==> src/rtl/count_range_mon_pkg.sv <==
// Shared types and step arithmetic for the range counter monitor.
// Helpers work on a wide word so any W up to 32 can zero-extend into them.
package count_range_mon_pkg;

    localparam int DEF_W  = 8;
    localparam int DEF_PW = 16;
    localparam int DEF_SW = 8;

    localparam int FW = 32;

    typedef logic [FW-1:0] word_t;
    typedef logic [FW:0]   wide_t;

    typedef enum logic {
        DIR_DOWN = 1'b0,
        DIR_UP   = 1'b1
    } dir_e;

    typedef struct packed {
        logic tc;
        logic wrap;
        logic step;
        logic range;
        logic cfg;
    } flags_t;

    // One extra bit keeps last+1 from folding back onto first at the top of the range.
    function automatic wide_t next_up(input word_t prev, input word_t first, input word_t last);
        if (prev == last) begin
            return wide_t'(first);
        end
        return wide_t'(prev) + wide_t'(1);
    endfunction

    function automatic wide_t next_dn(input word_t prev, input word_t first, input word_t last);
        if (prev == first) begin
            return wide_t'(last);
        end
        return wide_t'(prev) - wide_t'(1);
    endfunction

    function automatic logic in_range(input word_t v, input word_t first, input word_t last);
        return (v >= first) && (v <= last);
    endfunction

endpackage

==> src/rtl/count_range_mon_slot.sv <==
// Single-entry valid/ready holding register for period records.
// A push into an occupied, undrained slot is dropped and latches a sticky overflow.
module count_range_mon_slot
    import count_range_mon_pkg::*;
#(
    parameter int DW = DEF_PW
) (
    input  logic          i_clk,
    input  logic          i_rst,
    input  logic          i_push,
    input  logic [DW-1:0] i_data,
    input  logic          i_ready,
    output logic          o_valid,
    output logic [DW-1:0] o_data,
    output logic          o_ovf
);

    logic          r_valid;
    logic [DW-1:0] r_data;
    logic          r_ovf;

    logic w_drain;
    logic w_accept;

    assign w_drain  = r_valid && i_ready;
    assign w_accept = !r_valid || w_drain;

    // Held data stays frozen until the consumer takes it; a refill may land in the drain cycle.
    always_ff @(posedge i_clk) begin
        if (i_rst) begin
            r_valid <= 1'b0;
            r_data  <= '0;
            r_ovf   <= 1'b0;
        end else begin
            if (i_push && w_accept) begin
                r_valid <= 1'b1;
                r_data  <= i_data;
            end else if (w_drain) begin
                r_valid <= 1'b0;
            end
            if (i_push && !w_accept) begin
                r_ovf <= 1'b1;
            end
        end
    end

    assign o_valid = r_valid;
    assign o_data  = r_data;
    assign o_ovf   = r_ovf;

endmodule

==> src/rtl/count_range_sweep_monitor.sv <==
// Checker for the range up/down load counter: flags bad steps, range and config faults,
// counts wraps and reports wrap-to-wrap sweep periods through a one-entry record slot.
module count_range_sweep_monitor
    import count_range_mon_pkg::*;
#(
    parameter int W  = DEF_W,
    parameter int PW = DEF_PW,
    parameter int SW = DEF_SW
) (
    input  logic          i_clk,
    input  logic          i_rst,
    input  logic [W-1:0]  i_count,
    input  logic [W-1:0]  i_first,
    input  logic [W-1:0]  i_last,
    input  logic          i_u_d,
    input  logic          i_load,
    output logic          o_tc_pulse,
    output logic          o_wrap_pulse,
    output logic          o_err_step,
    output logic          o_err_range,
    output logic          o_err_cfg,
    output logic [SW-1:0] o_sweep_cnt,
    output logic [PW-1:0] o_period,
    output logic          o_period_valid,
    input  logic          i_period_ready,
    output logic          o_period_ovf
);

    logic [W-1:0]  r_prev;
    dir_e          r_ud_q;
    logic          r_ld_q;
    logic          r_prev_valid;
    flags_t        r_flags;
    logic [SW-1:0] r_sweep;
    logic [PW-1:0] r_period_cnt;
    logic          r_first_wrap_seen;

    logic   w_cfg_bad;
    logic   w_chk_en;
    logic   w_legal;
    logic   w_at_term;
    wide_t  w_expect;
    flags_t w_flags;
    logic   w_push;

    // The counter's current value was decided by last cycle's direction and load,
    // so every step check is made against the registered controls.
    always_comb begin
        w_cfg_bad = 1'b0;
        w_chk_en  = 1'b0;
        w_expect  = '0;
        w_legal   = 1'b0;
        w_at_term = 1'b0;
        w_flags   = '0;

        w_cfg_bad = i_first > i_last;
        w_chk_en  = r_prev_valid && !r_ld_q && !w_cfg_bad &&
                    in_range(word_t'(r_prev), word_t'(i_first), word_t'(i_last));

        if (r_ud_q == DIR_UP) begin
            w_expect  = next_up(word_t'(r_prev), word_t'(i_first), word_t'(i_last));
            w_at_term = (r_prev == i_last);
        end else begin
            w_expect  = next_dn(word_t'(r_prev), word_t'(i_first), word_t'(i_last));
            w_at_term = (r_prev == i_first);
        end
        w_legal = (wide_t'(i_count) == w_expect);

        w_flags.step  = w_chk_en && !w_legal;
        w_flags.wrap  = w_chk_en && w_legal && w_at_term;
        w_flags.tc    = w_chk_en && (i_count == ((r_ud_q == DIR_UP) ? i_last : i_first));
        w_flags.range = r_prev_valid && !w_cfg_bad &&
                        !in_range(word_t'(i_count), word_t'(i_first), word_t'(i_last));
        w_flags.cfg   = w_cfg_bad;
    end

    assign w_push = w_flags.wrap && r_first_wrap_seen;

    // The period counter restarts at 1 on each wrap so its value at the next wrap is the distance.
    always_ff @(posedge i_clk) begin
        if (i_rst) begin
            r_prev            <= '0;
            r_ud_q            <= DIR_DOWN;
            r_ld_q            <= 1'b0;
            r_prev_valid      <= 1'b0;
            r_flags           <= '0;
            r_sweep           <= '0;
            r_period_cnt      <= '0;
            r_first_wrap_seen <= 1'b0;
        end else begin
            r_prev       <= i_count;
            r_ud_q       <= dir_e'(i_u_d);
            r_ld_q       <= i_load;
            r_prev_valid <= 1'b1;
            r_flags      <= w_flags;
            if (w_flags.wrap) begin
                r_sweep           <= r_sweep + SW'(1);
                r_period_cnt      <= PW'(1);
                r_first_wrap_seen <= 1'b1;
            end else if (r_period_cnt != {PW{1'b1}}) begin
                r_period_cnt <= r_period_cnt + PW'(1);
            end
        end
    end

    count_range_mon_slot #(
        .DW(PW)
    ) u_slot (
        .i_clk   (i_clk),
        .i_rst   (i_rst),
        .i_push  (w_push),
        .i_data  (r_period_cnt),
        .i_ready (i_period_ready),
        .o_valid (o_period_valid),
        .o_data  (o_period),
        .o_ovf   (o_period_ovf)
    );

    assign o_tc_pulse   = r_flags.tc;
    assign o_wrap_pulse = r_flags.wrap;
    assign o_err_step   = r_flags.step;
    assign o_err_range  = r_flags.range;
    assign o_err_cfg    = r_flags.cfg;
    assign o_sweep_cnt  = r_sweep;

endmodule

==> config.mk <==
export PLATFORM = sky130hd
export DESIGN_NAME = count_range_sweep_monitor
export DESIGN_NICKNAME = d
export VERILOG_FILES = /design/src/rtl/count_range_mon_pkg.sv /design/src/rtl/count_range_mon_slot.sv /design/src/rtl/count_range_sweep_monitor.sv
export SDC_FILE = /design/constraint.sdc
export NUM_CORES = 1
export LEC_CHECK = 0
export ABC_AREA = 1
export BUFFER_PORTS_ARGS = -buffer_cell sky130_fd_sc_hd__buf_2
export CAP_MARGIN = 20
export CORE_ASPECT_RATIO = 0.75
export CORE_MARGIN = 2
export CORE_UTILIZATION = 28
export CTS_CLUSTER_DIAMETER = 40
export CTS_CLUSTER_SIZE = 24
export DETAILED_ROUTE_END_ITERATION = 12
export PLACE_DENSITY_LB_ADDON = 0.05
export SYNTH_ARGS = -nofsm -noshare
export SYNTH_HDL_FRONTEND = slang
export SYNTH_SLANG_ARGS = --single-unit
==> constraint.sdc <==
create_clock -name i_clk -period 3 [get_ports i_clk]
set_input_delay 0.15 -clock i_clk [delete_from_list [all_inputs] [get_ports i_clk]]
set_output_delay 0.15 -clock i_clk [all_outputs]
set_load 0.02 [all_outputs]
==> results of run 1 <==
metal layers:
metal | GRT usage, % | up-vias
li1 | - | 2218
met3 | 4.403 | 10
met2 | 24.56 | 84
met5 | 0 | -
met1 | 26.86 | 1877
met4 | 4.272 | 0
synthesized netlist by cell type, types with 2 or more instances:
cell | count | area [um2]
a21oi_1 | 32 | 160.2
buf_2 | 4 | 20.02
buf_6 | 3 | 33.78
clkbuf_1 | 6 | 22.52
dfxtp_1 | 59 | 1181
ha_1 | 44 | 550.5
inv_1 | 91 | 341.6
nand2_1 | 149 | 559.3
nand2_2 | 6 | 37.54
nand3_1 | 54 | 270.3
nand3_2 | 7 | 70.07
nand4_1 | 13 | 81.33
nor2_1 | 94 | 352.8
nor2_2 | 6 | 37.54
nor2_4 | 3 | 33.78
nor3_1 | 6 | 30.03
nor4_1 | 2 | 12.51
o21a_1 | 2 | 15.01
o21ai_0 | 22 | 110.1
o21ai_1 | 5 | 25.02
o22ai_1 | 2 | 12.51
or2_2 | 2 | 12.51
xor2_1 | 15 | 131.4
registers in the layout (all words and copies together), names as in the netlist:
| name | cells |
|---|---|
| o_err_range | 1 |
| r_first_wrap_seen | 1 |
| r_prev | 8 |
| r_ld_q | 1 |
| o_sweep_cnt | 8 |
| o_err_cfg | 1 |
| r_prev_valid | 1 |
| u_slot.o_data | 16 |
| u_slot.o_ovf | 1 |
| o_err_step | 1 |
| u_slot.o_valid | 1 |
| o_tc_pulse | 1 |
| r_ud_q | 1 |
| r_period_cnt | 16 |
| o_wrap_pulse | 1 |
final timing paths:
kind | end | cells after the start
setup / recovery | r_period_cnt[15] | 18
hold / removal | r_ld_q | 3
setup reg to reg | r_period_cnt[15] | 18
hold reg to reg | o_sweep_cnt[5] | 2
worst max-delay path, delay by kind of cell (launching register included):
family                     cells  cell delay, ns
and+or+nand+nor               14            1.63
DFF                            1            0.35
adders and majority gates      1            0.29
buffers and inverters          2            0.28
AOI/OAI and AO/OA              1            0.05
report_power, final:
group / switching, mW / internal (mW)
Clock: 0.364 / 0.555
Combinational: 0.229 / 0.132
Sequential: 0.0165 / 0.798
logic make-up (layout without fill, tap and decap cells):
logic type | count (synthesis) | after routing | synth area share (%)
DFF | 59 | 59 | 27.99
and+or+nand+nor | 346 | 346 | 36.47
xor gates and xnor gates | 15 | 15 | 3.113
AOI/OAI and AO/OA | 71 | 71 | 9.102
buffers and inverters | 107 | 186 | 10.29
adders and majority gates | 44 | 44 | 13.04
area by class of cell:
class                           count  area share, %
Multi-Input combinational cell    476          51.15
Sequential cell                    59          23.13
Timing Repair Buffer               78          9.064
Inverter                           92          6.761
Tap cell                          200          4.900
Clock buffer                       13          4.704
Clock inverter                      3         0.2940
per-stage QoR:
step           utilization [%]  hold WS, ns  cells  total power, mW  area (um2)
5_1_grt                  34.99      0.01889    921            2.224        5107
2_1_floorplan                -       0.2570    642            1.056        4220
3_3_place_gp             33.04       0.3752    902            1.185        4822
6_report                 34.99      0.02209    921            2.095        5107
3_5_place_dp             33.04       0.3624    902            1.188        4822
4_1_cts                  34.78      0.01152    918            2.118        5077
what timing repair did:
item,CTS,global route
setup endpoints to repair,0,43
buffers inserted,0,3
hold buffers,0,0
gates resized for setup,0,3
==> flow_metrics.py, run 1 <==
metrics = {
    "logic_synthesis": {
        "syn_inst": 642,
        "ys_seq_elements": 59,
        "seq_area_frac_synth_pct": 27.99,
        "synth_cell_types": 38,
        "ys.warnings.count": 0,
        "syn_area_mm2": 0.004220,
        "synth_ff_type": "dfxtp_1",
        "async_reset_ff_share_pct": 0,
        "synth_edf_count": 0,
        "syn-num-nets": 715,
        "avgSynthCellArea_um2": 6.574,
    },
    "drt": {
        "vias": 4189,
        "routed.top_layer": "met4",
        "drtIter0Drc": 206,
        "wl_met3_um": 656,
        "first_pass_iters": 5,
        "drt-vias-per-instance": 4.548,
        "m1WireLength_um": 7489,
        "routed_wirelength_um": 13260,
        "wl_met2_um": 4973,
        "ant_nets": 0,
        "drc": 0,
        "routedWlPerCell_um": 14.39,
    },
    "floorplanning": {
        "io_pins": 60,
        "die-area_mm2": 0.01608,
        "core_area_mm2": 0.01460,
        "initial_core_util_pct": 28.91,
        "rows": 38,
        "die_w_um": 145.8,
        "die_y_um": 110.3,
    },
    "status": {
        "status": "complete, no violations",
    },
    "finish": {
        "num-fill-cells": 1658,
        "multiInputGateArea_mm2": 0.002613,
        "drive_gt1_share_pct": 16.23,
        "nets": 789,
        "seqCellArea_mm2": 0.001181,
        "insertedDiodeCount": 0,
        "mostFrequentLayoutCell": "nand2_1",
        "syn_to_final_growth_pct": 21.02,
        "layout_common_cells": "nand2_1, nor2_1, inv_1",
    },
    "pwr": {
        "power_leakage_nw": 2.614,
        "powerDensity_mw_per_mm2": 410.3,
        "vdd_drop_max_v": 0.0002476,
    },
    "clock_tree": {
        "cts_tree": "built",
        "ctsRootBufferMaster": "clkbuf_16",
        "cts-buffers-inserted": 9,
        "cts.htree.levels": 3,
        "clockBufferDepth": 2,
        "clkSlewWorstSetupHoldPaths_ns": 0.05,
        "cts.sinks": 59,
        "clock_latency_ns": 0.34,
    },
    "setup_path": {
        "cpMostUsedCell": "nand2_1",
        "arrival_ns": 2.93,
        "criticalPathCategory": "register to register",
        "crit_path_end_kind": "register",
        "path_cells": "inv_1 > ha_1 > nand2_1 > nor2_4 > nand2_4 > nand2_1 > nand3_1 > nand2_1 > nand2_1 > nand2_1 > nand2_1 > nor2_1 > nand3_1 > nor2_4 > nand2_2 > nand2_2 > buf_12 > a21oi_1",
        "cp-startpoint": "r_prev[0]",
        "critPathMaxStageDelay_ns": 0.35,
        "start_kind": "register",
        "rr_startpoint": "r_prev[0]",
        "regToRegSetupSlack_ns": 0.28,
        "cp.required_ns": 3.20,
        "crit_path_top_delay_cell": "dfxtp_1",
        "crit_fanout": 15,
    },
    "timing": {
        "fin_setup_tns_ns": 0,
        "fmax_mhz": 367.4,
        "finalHoldViolations": 0,
        "worstMarginPinSlew_ns": 0.4646,
        "worst_slack_ns": 0.2784,
        "min_period_over_period_pct": 90.72,
        "rsz0062_at_grt": "no",
        "relSlewSlack_pct": 68.22,
        "fin_crit_ns": 2.722,
        "setup_viol": 0,
        "final_max_slew_viol_count": 0,
        "skew_ns": 0.01012,
    },
    "worst_hold_path": {
        "hold_path.class": "primary input to register",
        "hold_start": "i_load",
    },
    "global_routing": {
        "antenna_found_initial": 0,
        "grt_start_max_net_pins": 33,
        "first_global_vias": 4063,
        "grt_pass1_wl_um": 21710,
        "gr-total-overflow": 0,
        "grt_usage_pct": 17.69,
    },
    "place": {
        "pre_cts_ws_ns": 0.1416,
        "port_buffers": 59,
        "gp_congestion": 0.9070,
        "hpwl_um": 10620,
    },
    "job": {
        "maxCapViolCount": 0,
    },
}
(Power assumes the default switching activity.)
==> inputs of run 2 (changes only) <==
CORE_ASPECT_RATIO = 1.4   (was 0.75)
==> run 2 against run 1 <==
Total power rose by 15%. Sequential power barely moved. Critical path depth did not move. Core utilization rose by 0.084 points. Die area barely moved. Final cell count fell by 1.1%. Clock-buffer cell count fell by 3. Worst setup slack got worse by 0.055 ns. Register-to-register slack got worse by 0.06 ns. First-iteration DRC count fell by 22%. Global-route usage rose by 0.28 points. Hold slack improved by 0.0088 ns.
==> flow_metrics.py, run 2 (synthesized netlist as in run 1, its figures left out) <==
metrics = {
    "pwr": {
        "pwr-share-clk_pct": 50.8,
        "powerDensity_mw_per_mm2": 461.5,
        "p_switching_uw": 639.1,
        "pwr-share-seq_pct": 33.9,
        "pwr-share-comb_pct": 15.3,
        "vdd_drop_max_v": 0.0002446,
        "power_leakage_nw": 2.683,
        "power.total_mw": 2.404,
        "intPower_mw": 1.765,
        "swShare_pct": 26.58,
    },
    "drt": {
        "drt-vias-per-instance": 4.630,
        "drc": 0,
        "ant_nets": 0,
        "routed_wirelength_um": 13790,
        "routedWlPerCell_um": 15.14,
        "drtIter0Drc": 160,
        "vias": 4218,
        "first_pass_iters": 4,
    },
    "clock_tree": {
        "cts.htree.levels": 3,
        "clock_latency_ns": 0.33,
        "clockBufferDepth": 2,
        "ctsRootBufferMaster": "clkbuf_16",
        "postCtsHoldBufs": 0,
        "cts.sinks": 59,
        "cts-buffers-inserted": 9,
        "cts_tree": "built",
        "clkSlewWorstSetupHoldPaths_ns": 0.06,
    },
    "timing": {
        "finalHoldViolations": 0,
        "fin_setup_tns_ns": 0,
        "setup_viol": 0,
        "min_period_over_period_pct": 92.57,
        "fmax_mhz": 360.1,
        "final_max_slew_viol_count": 0,
        "relSlewSlack_pct": 51.29,
        "rsz0062_at_grt": "no",
        "fin_crit_ns": 2.777,
        "skew_ns": 0.007565,
        "worstMarginPinSlew_ns": 0.7122,
    },
    "place": {
        "port_buffers": 59,
        "hpwl_um": 10980,
        "gp_congestion": 0.8736,
    },
    "floorplanning": {
        "core_area_mm2": 0.01485,
        "initial_core_util_pct": 28.41,
        "die_y_um": 149.3,
        "io_pins": 60,
        "die-area_mm2": 0.01608,
        "rows": 53,
        "die_w_um": 107.8,
    },
    "worst_hold_path": {
        "worstHoldPathCells": 3,
        "min_to": "r_ud_q",
        "hold_path.class": "primary input to register",
        "hold_start": "i_u_d",
    },
    "setup_path": {
        "rr_endpoint": "u_slot.o_data[12]",
        "cp.required_ns": 3.27,
        "critPathMaxStageDelay_ns": 0.39,
        "start_kind": "register",
        "regToRegSetupSlack_ns": 0.22,
        "crit_fanout": 32,
        "path_cells": "ha_1 > nand2_1 > nor2_4 > nand2_4 > nand2_1 > nand3_1 > nand2_1 > nand2_1 > nand2_1 > nand2_1 > nor2_1 > nand3_1 > nor2_4 > nand4_4 > buf_12 > nand2_1 > nand2_1 > nor2_1",
        "rr_startpoint": "r_prev[1]",
        "crit_path_top_delay_cell": "dfxtp_1",
        "path_delay_family": "simple AND/OR/NAND/NOR gates",
        "arrival_ns": 3.04,
        "cpMostUsedCell": "nand2_1",
        "criticalPathCategory": "register to register",
        "crit_buf_inv": 1,
        "reg2reg_depth": 18,
        "crit_path_end_kind": "register",
    },
    "finish": {
        "drive_gt1_share_pct": 17.25,
        "nets": 787,
        "fin_util_pct": 35.07,
        "mostFrequentLayoutCell": "nand2_1",
        "syn_to_final_growth_pct": 23.45,
        "insertedDiodeCount": 0,
        "layout_common_cells": "nand2_1, nor2_1, inv_1",
    },
    "global_routing": {
        "gr-total-overflow": 0,
        "grt_start_max_net_pins": 33,
        "first_global_vias": 4247,
        "grt_pass1_wl_um": 22160,
        "grt_usage_pct": 17.97,
        "antenna_found_initial": 0,
    },
    "status": {
        "status": "complete, no violations",
    },
    "job": {
        "maxCapViolCount": 0,
    },
}
-- run 2: changes by cell type in the layout (fill, tap and decap cells not counted), sizes merged --
cell | previous run | this run
clkbuf | 13 | 10
buf | 78 | 76
bufinv | 0 | 3
-- run 2: worst max-delay path by stage --
stage                         start  slack, ns                 to  cells past startpoint
after floorplan           r_prev[0]       0.60    r_period_cnt[5]                     17
after global placement    r_prev[0]      -0.10     o_sweep_cnt[5]                     17
after detailed placement  r_prev[0]      -0.10     o_sweep_cnt[5]                     17
after CTS                 r_prev[0]       0.02     o_sweep_cnt[5]                     17
after global routing      r_prev[0]      0.001   u_slot.o_data[7]                     20
final                     r_prev[1]       0.22  u_slot.o_data[12]                     18
-- run 2: final cells by class --
cell class / count / area [um2]
well taps: 192 / 240.2
inverters: 92 / 345.3
clock inverters: 6 / 112.6
flip-flops and latches: 59 / 1182
multi-input cells: 476 / 2643
fillers: 1701 / 9644
repair buffers: 76 / 447.9
clock buffers: 10 / 239.0
-- run 2: timing repair --
action | 4_1_cts | 5_1_grt
pin swaps | 0 | 3
buffers inserted | 0 | 5
endpoints found under the hold margin | 0 | 0
resized for setup | 2 | 10
setup endpoints to repair | 39 | 43
-- run 2: power groups by stage --
stage	Combinational, mW	Clock [mW]	Sequential [mW]
2_1_floorplan	0.228	0	0.828
3_3_place_gp	0.358	0	0.833
3_5_place_dp	0.360	0	0.832
4_1_cts	0.363	1.26	0.815
5_1_grt	0.419	1.29	0.817
6_report	0.368	1.22	0.815
-- run 2: stage by stage --
step	cell area (um2)	setup slack (ns)	hold WS, ns	std cells
after CTS	5139	0.02220	0.02410	906
after floorplan	4220	0.6024	0.2570	642
after global routing	5210	0.0009657	0.03384	911
final	5210	0.2230	0.03092	911
after global placement	4782	-0.1008	0.3581	890
after detailed placement	4782	-0.1036	0.3710	890
-- run 2: metal layers --
layer  global-route usage (%)  routed length, um  vias up
met5                        0                  0        -
met1                    19.34               5454     1927
met3                    2.359                376       19
met4                    5.962                286        0
met2                    35.22               7677       72
li1                         -                  -     2200
-- run 2: worst register-to-register path: stages (launching register included) --
cell and delay [ns]:
dfxtp_1 0.39, ha_1 0.34, nand2_1 0.09, nor2_4 0.19
nand2_4 0.15, nand2_1 0.12, nand3_1 0.11, nand2_1 0.10
nand2_1 0.05, nand2_1 0.12, nand2_1 0.07, nor2_1 0.09
nand3_1 0.12, nor2_4 0.25, nand4_4 0.12, buf_12 0.18
nand2_1 0.08, nand2_1 0.04, nor2_1 0.09
